==> src/rtl/fdd_seek_ctrl_pkg.sv <==
// Shared types and constants for the floppy seek controller.
package fdd_seek_ctrl_pkg;

    typedef enum logic [2:0] {
        ST_IDLE,
        ST_DIR_SETUP,
        ST_STEP_LOW,
        ST_STEP_HIGH,
        ST_SETTLE,
        ST_FINISH
    } state_t;

    localparam logic [6:0] MAX_TRACK = 7'd79;

    localparam int unsigned DEF_DIR_SETUP_CYC = 16;
    localparam int unsigned DEF_STEP_LOW_CYC  = 32;
    localparam int unsigned DEF_STEP_RATE_CYC = 48000;
    localparam int unsigned DEF_SETTLE_CYC    = 240000;
    localparam int unsigned DEF_MAX_RECAL     = 90;

    // Interval counter width: wide enough for the largest timing value, never below 18 bits.
    function automatic int unsigned cnt_width(input int unsigned a, input int unsigned b,
                                              input int unsigned c, input int unsigned d);
        int unsigned m;
        int unsigned w;
        m = a;
        if (b > m) m = b;
        if (c > m) m = c;
        if (d > m) m = d;
        w = $clog2(m + 1);
        return (w < 18) ? 18 : w;
    endfunction

endpackage

==> src/rtl/fdd_seek_ctrl_sync2.sv <==
// Two-flop synchronizer for the asynchronous track-0 sense; resets to the inactive (high) level.
module sync2 (
    input  logic i_clk,
    input  logic i_rst,
    input  logic i_d,
    output logic o_q
);

    logic [1:0] r_sync;

    // Shift the raw input through two flops.
    always_ff @(posedge i_clk or posedge i_rst) begin
        if (i_rst) r_sync <= 2'b11;
        else       r_sync <= {r_sync[0], i_d};
    end

    assign o_q = r_sync[1];

endmodule

==> src/rtl/fdd_seek_ctrl.sv <==
// Floppy drive seek/recalibrate controller: generates dir/step timing and tracks head position.
module fdd_seek_ctrl
    import fdd_seek_ctrl_pkg::*;
#(
    parameter int unsigned DIR_SETUP_CYC = DEF_DIR_SETUP_CYC,
    parameter int unsigned STEP_LOW_CYC  = DEF_STEP_LOW_CYC,
    parameter int unsigned STEP_RATE_CYC = DEF_STEP_RATE_CYC,
    parameter int unsigned SETTLE_CYC    = DEF_SETTLE_CYC,
    parameter int unsigned MAX_RECAL     = DEF_MAX_RECAL
) (
    input  logic       xclk,
    input  logic       rst,
    input  logic       cmd_valid,
    output logic       cmd_ready,
    input  logic       cmd_recal,
    input  logic [6:0] cmd_track,
    input  logic [1:0] cmd_drive,
    input  logic       trk0_n,
    output logic [3:0] sel_n,
    output logic       dir_n,
    output logic       step_n,
    output logic       busy,
    output logic       done,
    output logic       error,
    output logic [6:0] cur_track
);

    localparam int unsigned CW = cnt_width(DIR_SETUP_CYC, STEP_LOW_CYC, STEP_RATE_CYC, SETTLE_CYC);
    localparam int unsigned SW = $clog2(MAX_RECAL + 1);

    state_t          r_state, w_state_nxt;
    logic [CW-1:0]   r_cnt, w_cnt_nxt;
    logic [SW-1:0]   r_steps, w_steps_nxt;
    logic [6:0]      r_cur, w_cur_nxt;
    logic [6:0]      r_target, w_target_nxt;
    logic            r_recal, w_recal_nxt;
    logic            r_dir_n, w_dir_nxt;
    logic [3:0]      r_sel_n, w_sel_nxt;
    logic            r_busy, w_busy_nxt;
    logic            r_error, w_err_nxt;
    logic            w_step_go;
    logic            w_trk0_n;

    sync2 u_sync2 (
        .i_clk (xclk),
        .i_rst (rst),
        .i_d   (trk0_n),
        .o_q   (w_trk0_n)
    );

    // State register.
    always_ff @(posedge xclk or posedge rst) begin
        if (rst) r_state <= ST_IDLE;
        else     r_state <= w_state_nxt;
    end

    // Next-state and datapath next values; step entry is shared by DIR_SETUP and STEP_HIGH.
    always_comb begin
        w_state_nxt  = r_state;
        w_cnt_nxt    = r_cnt;
        w_steps_nxt  = r_steps;
        w_cur_nxt    = r_cur;
        w_target_nxt = r_target;
        w_recal_nxt  = r_recal;
        w_dir_nxt    = r_dir_n;
        w_sel_nxt    = r_sel_n;
        w_busy_nxt   = r_busy;
        w_err_nxt    = r_error;
        w_step_go    = 1'b0;
        case (r_state)
            ST_IDLE: begin
                if (cmd_valid) begin
                    w_recal_nxt  = cmd_recal;
                    w_target_nxt = cmd_track;
                    w_sel_nxt    = ~(4'b0001 << cmd_drive);
                    w_busy_nxt   = 1'b1;
                    w_err_nxt    = 1'b0;
                    w_steps_nxt  = '0;
                    if (cmd_recal) begin
                        w_dir_nxt   = 1'b1;
                        w_cnt_nxt   = CW'(DIR_SETUP_CYC - 1);
                        w_state_nxt = ST_DIR_SETUP;
                    end else if (cmd_track > MAX_TRACK) begin
                        w_err_nxt   = 1'b1;
                        w_state_nxt = ST_FINISH;
                    end else if (cmd_track == r_cur) begin
                        w_cnt_nxt   = '0;
                        w_state_nxt = ST_SETTLE;
                    end else begin
                        w_dir_nxt   = (cmd_track < r_cur);
                        w_cnt_nxt   = CW'(DIR_SETUP_CYC - 1);
                        w_state_nxt = ST_DIR_SETUP;
                    end
                end
            end
            ST_DIR_SETUP: begin
                if (r_cnt != '0) begin
                    w_cnt_nxt = r_cnt - CW'(1);
                end else if (r_recal && !w_trk0_n) begin
                    w_cur_nxt   = '0;
                    w_cnt_nxt   = CW'(SETTLE_CYC - 1);
                    w_state_nxt = ST_SETTLE;
                end else begin
                    w_step_go = 1'b1;
                end
            end
            ST_STEP_LOW: begin
                if (r_cnt != '0) begin
                    w_cnt_nxt = r_cnt - CW'(1);
                end else begin
                    w_cnt_nxt   = CW'(STEP_RATE_CYC - STEP_LOW_CYC - 1);
                    w_state_nxt = ST_STEP_HIGH;
                end
            end
            ST_STEP_HIGH: begin
                if (r_cnt != '0) begin
                    w_cnt_nxt = r_cnt - CW'(1);
                end else if (r_recal) begin
                    if (!w_trk0_n) begin
                        w_cur_nxt   = '0;
                        w_cnt_nxt   = CW'(SETTLE_CYC - 1);
                        w_state_nxt = ST_SETTLE;
                    end else if (r_steps == SW'(MAX_RECAL)) begin
                        w_err_nxt   = 1'b1;
                        w_cur_nxt   = '0;
                        w_state_nxt = ST_FINISH;
                    end else begin
                        w_step_go = 1'b1;
                    end
                end else if (r_cur == r_target) begin
                    w_cnt_nxt   = CW'(SETTLE_CYC - 1);
                    w_state_nxt = ST_SETTLE;
                end else begin
                    w_step_go = 1'b1;
                end
            end
            ST_SETTLE: begin
                if (r_cnt != '0) w_cnt_nxt = r_cnt - CW'(1);
                else             w_state_nxt = ST_FINISH;
            end
            ST_FINISH: begin
                w_sel_nxt   = 4'b1111;
                w_busy_nxt  = 1'b0;
                w_state_nxt = ST_IDLE;
            end
            default: w_state_nxt = ST_IDLE;
        endcase
        // Outward steps saturate at track 0 so an unknown start position during recal cannot wrap.
        if (w_step_go) begin
            w_state_nxt = ST_STEP_LOW;
            w_cnt_nxt   = CW'(STEP_LOW_CYC - 1);
            w_steps_nxt = r_steps + SW'(1);
            if (r_dir_n) w_cur_nxt = (r_cur == 7'd0) ? 7'd0 : r_cur - 7'd1;
            else         w_cur_nxt = r_cur + 7'd1;
        end
    end

    // Datapath registers.
    always_ff @(posedge xclk or posedge rst) begin
        if (rst) begin
            r_cnt    <= '0;
            r_steps  <= '0;
            r_cur    <= '0;
            r_target <= '0;
            r_recal  <= 1'b0;
            r_dir_n  <= 1'b1;
            r_sel_n  <= '1;
            r_busy   <= 1'b0;
            r_error  <= 1'b0;
        end else begin
            r_cnt    <= w_cnt_nxt;
            r_steps  <= w_steps_nxt;
            r_cur    <= w_cur_nxt;
            r_target <= w_target_nxt;
            r_recal  <= w_recal_nxt;
            r_dir_n  <= w_dir_nxt;
            r_sel_n  <= w_sel_nxt;
            r_busy   <= w_busy_nxt;
            r_error  <= w_err_nxt;
        end
    end

    assign cmd_ready = (r_state == ST_IDLE);
    assign step_n    = (r_state != ST_STEP_LOW);
    assign done      = (r_state == ST_FINISH);
    assign sel_n     = r_sel_n;
    assign dir_n     = r_dir_n;
    assign busy      = r_busy;
    assign error     = r_error;
    assign cur_track = r_cur;

endmodule

==> config.mk <==
export PLATFORM = sky130hd
export DESIGN_NAME = fdd_seek_ctrl
export DESIGN_NICKNAME = d
export VERILOG_FILES = /design/src/rtl/fdd_seek_ctrl_pkg.sv /design/src/rtl/fdd_seek_ctrl_sync2.sv /design/src/rtl/fdd_seek_ctrl.sv
export SDC_FILE = /design/constraint.sdc
export NUM_CORES = 1
export LEC_CHECK = 0
export ABC_AREA = 1
export BUFFER_PORTS_ARGS = -buffer_cell sky130_fd_sc_hd__buf_2
export CORE_UTILIZATION = 50
export DETAILED_ROUTE_END_ITERATION = 12
export GPL_TIMING_DRIVEN = 0
export PLACE_DENSITY = 0.78
export RECOVER_POWER = 50
export SYNTH_ARGS = -nofsm -noshare
export SYNTH_HDL_FRONTEND = slang
export SYNTH_SLANG_ARGS = --single-unit
==> constraint.sdc <==
create_clock -name xclk -period 1.8 [get_ports xclk]
set_input_delay 0.36 -clock xclk [delete_from_list [all_inputs] [get_ports xclk]]
set_output_delay 0.36 -clock xclk [all_outputs]
set_load 0.1 [all_outputs]
# ---- Word level (Yosys, flattened, before mapping)
# Cells that the tools add are included.
dict set report totals {
  reg_bits 52
}
dict set report classes {
  eq_ne 31
  order_cmp 2
  bitwise_logic 1
  n_shift 1
  n_mux 65
  n_reduce_logical 19
  n_addsub 4
}
# op n
set op_table {}
lappend op_table {{18-bit 2-to-1 mux} 12}
lappend op_table {{18-bit one-hot mux with 5 select lines} 1}
lappend op_table {{7-bit 2-to-1 mux} 12}
lappend op_table {{3-bit 2-to-1 mux} 14}
lappend op_table {{3-bit != test, second input constant} 7}
lappend op_table {{1-bit 2-to-1 mux} 18}
lappend op_table {{18-bit nonzero test} 1}
lappend op_table {{18-bit by 1-bit subtractor with 18-bit output, second input constant} 1}
lappend op_table {{4-bit != test, second input constant} 4}
lappend op_table {{5-bit != test, second input constant} 3}
lappend op_table {{3-bit one-hot mux with 5 select lines} 1}
lappend op_table {{7-bit by 1-bit adder with 7-bit output, second input constant} 2}
lappend op_table {{7-bit == test} 2}
lappend op_table {{7-bit one-hot mux with 2 select lines} 1}
lappend op_table {{2-bit != test, second input constant} 6}
lappend op_table {{6-bit AND reduction} 2}
lappend op_table {{4-bit 2-to-1 mux} 2}
lappend op_table {{4-bit one-hot mux with 2 select lines} 1}
lappend op_table {{8-bit AND reduction} 1}
lappend op_table {{2-bit nonzero test} 4}
lappend op_table {{7-bit == test, second input constant} 1}
lappend op_table {{7-bit > comparator, second input constant} 1}
lappend op_table {{7-bit logical NOT} 1}
lappend op_table {{7-bit less-than comparator} 1}
lappend op_table {{other kinds (17)} 24}

# ---- Depth between registers and ports, before layout
dict set report depth {
  ltp_word 8
  depth_mapped 15
  ltp_nobuf 14
}

# ---- Modules after synthesis
# A second synthesis with hierarchy kept.
dict set report unflattened {
  cells_unflattened 509
  area_unflattened_um2 3590.9
}
# mod instances cells_per_inst area_per_inst_um2
set modules_own_cells {}
lappend modules_own_cells {fdd_seek_ctrl 1 506 3534.6}
lappend modules_own_cells {sync2 1 3 56.3}

# ---- Worst setup path before layout
# No wires, ideal clock.
dict set report synth_timing {
  path_kind {register to register}
  start {register r_state[1]}
  end {register r_sel_n[2] (netlist: sel_n[2])}
  stages_incl_launch_ff 6
  arrival_time_ns 3.322
  setup_slack_ns -1.605
  synth_period_minus_slack_ns 3.405
  n_path_buf 0
  path_cell_list {dfrtp_1 > nor3_1 > inv_1 > nand2_1 > nor2_1 > a31oi_1}
}
dict set report synth_via {
  elab_chain_cells 3
  word_cells_on_any_way 6
  classes_between {eq/ne: 2; mux: 1; reduce/logical: 3}
}
# item line_no
set synth_lines {}
lappend synth_lines {{from (decl)} fdd_seek_ctrl.sv:31} ;# state_t r_state, w_state_nxt;
lappend synth_lines {{from (signal assigned)} fdd_seek_ctrl.sv:54} ;# else r_state <= w_state_nxt;
lappend synth_lines {{3-bit == test *} --}
lappend synth_lines {{net done} fdd_seek_ctrl.sv:23} ;# output logic done,
lappend synth_lines {{2-bit nonzero test (no source line)} --}
lappend synth_lines {{2-bit AND reduction (no source line)} --}
lappend synth_lines {{to (signal assigned)} fdd_seek_ctrl.sv:177} ;# r_sel_n <= w_sel_nxt;
lappend synth_lines {{to (decl)} fdd_seek_ctrl.sv:38} ;# logic [3:0] r_sel_n, w_sel_nxt;
# The timed path passes the listed nets; every way through them passes the cells marked *.
# A chain may end at the register's enable or synchronous reset.

# ---- Worst setup path after layout
dict set report layout_timing {
  start {register r_cnt[1]}
  end {register r_cnt[0]}
}
dict set report layout_via {
  elab_chain_cells 5
  word_cells_on_any_way 17
  classes_between {eq/ne: 6; mux: 8; reduce/logical: 3}
}
# item line_no
set layout_lines {}
lappend layout_lines {{from (decl)} fdd_seek_ctrl.sv:32} ;# logic [CW-1:0] r_cnt, w_cnt_nxt;
lappend layout_lines {{from (signal assigned)} fdd_seek_ctrl.sv:171} ;# r_cnt <= w_cnt_nxt;
lappend layout_lines {{18-bit nonzero test *} --}
lappend layout_lines {{1-bit 2-to-1 mux (on tied branches)} {fdd_seek_ctrl.sv:116, fdd_seek_ctrl.sv:97}}
lappend layout_lines {{1-bit one-hot mux with 2 select lines} fdd_seek_ctrl.sv:70} ;# case (r_state)
lappend layout_lines {{5-bit != test (no source line), or another cell as far along} --}
lappend layout_lines {{7-bit AND reduction (no source line)} --}
# Every way passes the cells marked *; elsewhere a longest branch is shown, timed or not.

==> results.md <==
- Status: finished, violations left
- Failing checks: negative setup slack
- Worst Skew: 0.01214 ns
- Startpoint types: flip-flop
- FF+latch count, synth: 52
- GRT Util Overall: 0.2514
- Number of H-tree levels: 2
- Full die area: 7681 µm²
- Sw Share: 0.5531
- VDD IR max: 1.537 mV
- Power Density: 1940 nW/µm²
- Crit path required time: 2.01 ns
- Vias in the first global route: 3333
- Register area: 1329 µm²
- CP endpoint kind: flip-flop
- Worst setup margin: -0.1464 ns
- Post-synth cell types: 39
- Fin crit share: 1.081
- CP most frequent cell: nand2_1
- Int Pwr: 4.134 mW
- Mapped Cells: 529
- Commonest non-fill, non-tap cell in the layout: nand2_1
- Synth Area in Simple Gates: 0.3733
- Post-synth ARST share: 1.000
- Gp weighted congestion: 0.8803
- First-pass GRT wire length: 15060 µm
- Post-Syn Nets: 557
- Grt total ovfl: 0
- R2R Setup Slk: -0.15 ns
- CTS Buf Count: 5
- Most frequent cells in the layout: nand2_1, inv_1, nor2_1, dfrtp_1, nand3_1
- Clk buf depth: 2
- Routed via count: 3791
- Crit-path max FO: 7
- Syn_area_per_cell: 6.932 µm²
- Clock share of power: 0.078
- Largest net degree at the start of global routing: 37
- Sequential power share: 0.226
- RSZ-0062 raised after global routing: yes
- DIE WIDTH: 87.64 µm
- Sw power: 5.116 mW
- Final Max Slew Viols: 0
- Core Footprint: 6944 µm²
- Hold Slack: 0.1365 ns
- Area taken by multi-input logic gates: 2394 µm²
- Slowest stage delay, CP: 0.41 ns
- Worst-Margin Slew: 0.8860 ns
- Num rows: 30
- Port Buf Inserts: 30
- Final setup fails: 36
- Tot Pwr: 9.251 mW
- Setup TNS: -3.960 ns
- CTS Sinks: 52
- Hold WC Path Type: in -> async
- Post-DP Area: 4050 µm²
- Comb pwr share: 0.697
- Hold buffer count at CTS: 0
- Post-synthesis xor/xnor area fraction: 0.05254
- Leakage: 2.392 nW
- Final nets: 628
- Detailed Route Iter0 Violations: 307
- CP cell instances: inv_2 -> ha_4 -> inv_2 -> nor2_2 -> nand2_1 -> nor2_2 -> nand3_4 -> nor2_4 -> nand3_4 -> nand2_8 -> nor2_8 -> clkbuf_16 -> nand2_1 -> nand2_1
- WS Path Type: reg -> reg
- Ys Warns: 0
- Mux cell area share after synthesis: 0
- Crit path DAT: 2.16 ns
- Avg WL per Cell: 14.72 µm
- Worst relative slew slack: 0.4094
- ANT nets after route: 0
- Pre-CTS setup slack: -0.3023 ns
- Ratio of cells with drive above 1 in the final layout: 0.3295
- Die Y: 87.64 µm
- Root buffer cell: clkbuf_8
- I/O pins: 31
- Starting Density: 0.5281
- # diodes: 0
- Synth Flop Type: dfrtp_1
- Final wirelength: 10260 µm
- DP HPWL: 6585 µm
- Initial antenna violation count: 0
- Maxcap violations: 0
- Dominant combinational cell family by area after synthesis: simple AND/OR/NAND/NOR gates
- Design Area, Final: 4768 µm²
- Register area share after synthesis: 0.3572
- Adder-Cell Fraction of Synth Area: 0.04777
- First-pass detailed-route iteration total: 5
- EDFF count, synth: 0
- Slowest cell on the critical path: dfrtp_1
- Detailed-route vias per instance: 5.439
- Cell Area, Synth: 3667 µm²
- Worst-Skew Late Latency: 0.32 ns
- Area growth, synth to finish: 30.02%
- Clock tree from TritonCTS: done
- DRC viols: 0
- Final Hold Viols: 0
- CTS clk-pin slew, worst paths: 0.10 ns
- Fill cells: 503
- Peak Freq: 513.8 MHz
- Compound-Gate Fraction of Synth Area: 0.08564
- Crit path time final: 1.946 ns
[through the flow]
step | instances | util
3_5_place_dp | 656 | 0.5832
3_3_place_gp | 655 | 0.5804
2_1_floorplan | 529 | -
4_1_cts | 674 | 0.6238
6_report | 697 | 0.6867
5_1_grt | 697 | 0.6867
[Yosys cell counts (all sizes together), types with 2 or more instances]
cell / instances / area share
and2: 2 / 0.0034
dfstp: 7 / 0.050
dfrtp: 45 / 0.31
ha: 14 / 0.048
xor2: 15 / 0.036
buf: 3 / 0.0085
clkbuf: 2 / 0.0020
nand4: 11 / 0.020
inv: 70 / 0.072
nand2: 174 / 0.18
a31oi: 3 / 0.0051
xnor2: 7 / 0.017
nand3: 45 / 0.074
nor2: 66 / 0.079
nor3: 7 / 0.0096
o22ai: 2 / 0.0034
o21ai: 36 / 0.049
a21oi: 12 / 0.017
[per-layer routing]
layer | GRT usage | routed length, µm | share of wire
met1 | 0.3219 | 4230 | 0.41
met2 | 0.4339 | 5152 | 0.50
met3 | 0.03393 | 544 | 0.053
met4 | 0.09240 | 330 | 0.032
met5 | 0 | 0 | 0
[cells by family after synthesis]
logic type | after synthesis
flops | 52
xor+xnor | 22
fa+ha+maj | 14
compound gates | 58
buf+inv | 76
simple gates | 307
[worst max-delay path: cells and delay by family, from the launching register on]
| kind | cells | cell delay, ns |
|---|---|---|
| and+or+nand+nor | 10 | 1.00 |
| DFF | 1 | 0.41 |
| buffers and inverters | 3 | 0.29 |
| adders and majority gates | 1 | 0.14 |
[final cells by class]
cell class | count | share of cell area
Multi-Input combinational cell | 401 | 0.5020
Inverter | 71 | 0.06009
Buffer | 5 | 0.01050
Clock buffer | 8 | 0.01889
Tap cell | 96 | 0.02519
Timing Repair Buffer | 64 | 0.1047
Sequential cell | 52 | 0.2787
[power groups by stage]
stage | sequential (mW) | combinational, mW | clock [mW]
floorplan | 2.81 | 3.23 | 0
global placement | 2.04 | 4.82 | 0
detailed placement | 2.06 | 4.93 | 0
CTS | 2.04 | 5.27 | 0.716
global route | 2.13 | 6.94 | 0.774
finish | 2.09 | 6.44 | 0.717
[what timing repair did]
action	in CTS	in global routing
gates resized for setup	31	73
gates cloned	0	2
pin swaps	14	28
setup buffers	10	21
endpoints found under the hold margin	0	0
endpoints found under the setup margin	37	39
[state kept, by name, indices dropped and copies added (netlist names)]
| register | flops |
|---|---|
| u_sync2.r_sync | 2 |
| r_state | 3 |
| busy | 1 |
| dir_n | 1 |
| sel_n | 4 |
| r_steps | 7 |
| r_cnt | 18 |
| cur_track | 7 |
| error | 1 |
| r_recal | 1 |
| r_target | 7 |
[worst paths after layout]
check	to	cells after the start	from
min reg2reg	u_sync2.r_sync[1]$_DFF_PP1_	0	u_sync2.r_sync[0]$_DFF_PP1_
max in group asynchronous	r_steps[0]$_DFFE_PP0P_	3	rst
min	r_state[1]$_DFFE_PP0P_	2	rst
max reg2reg	r_cnt[0]$_DFFE_PP0P_	14	r_cnt[1]$_DFFE_PP0P_
min in group xclk	u_sync2.r_sync[0]$_DFF_PP1_	1	trk0_n
max	r_cnt[0]$_DFFE_PP0P_	14	r_cnt[1]$_DFFE_PP0P_
No activity file was read; power rests on OpenSTA's default activity.
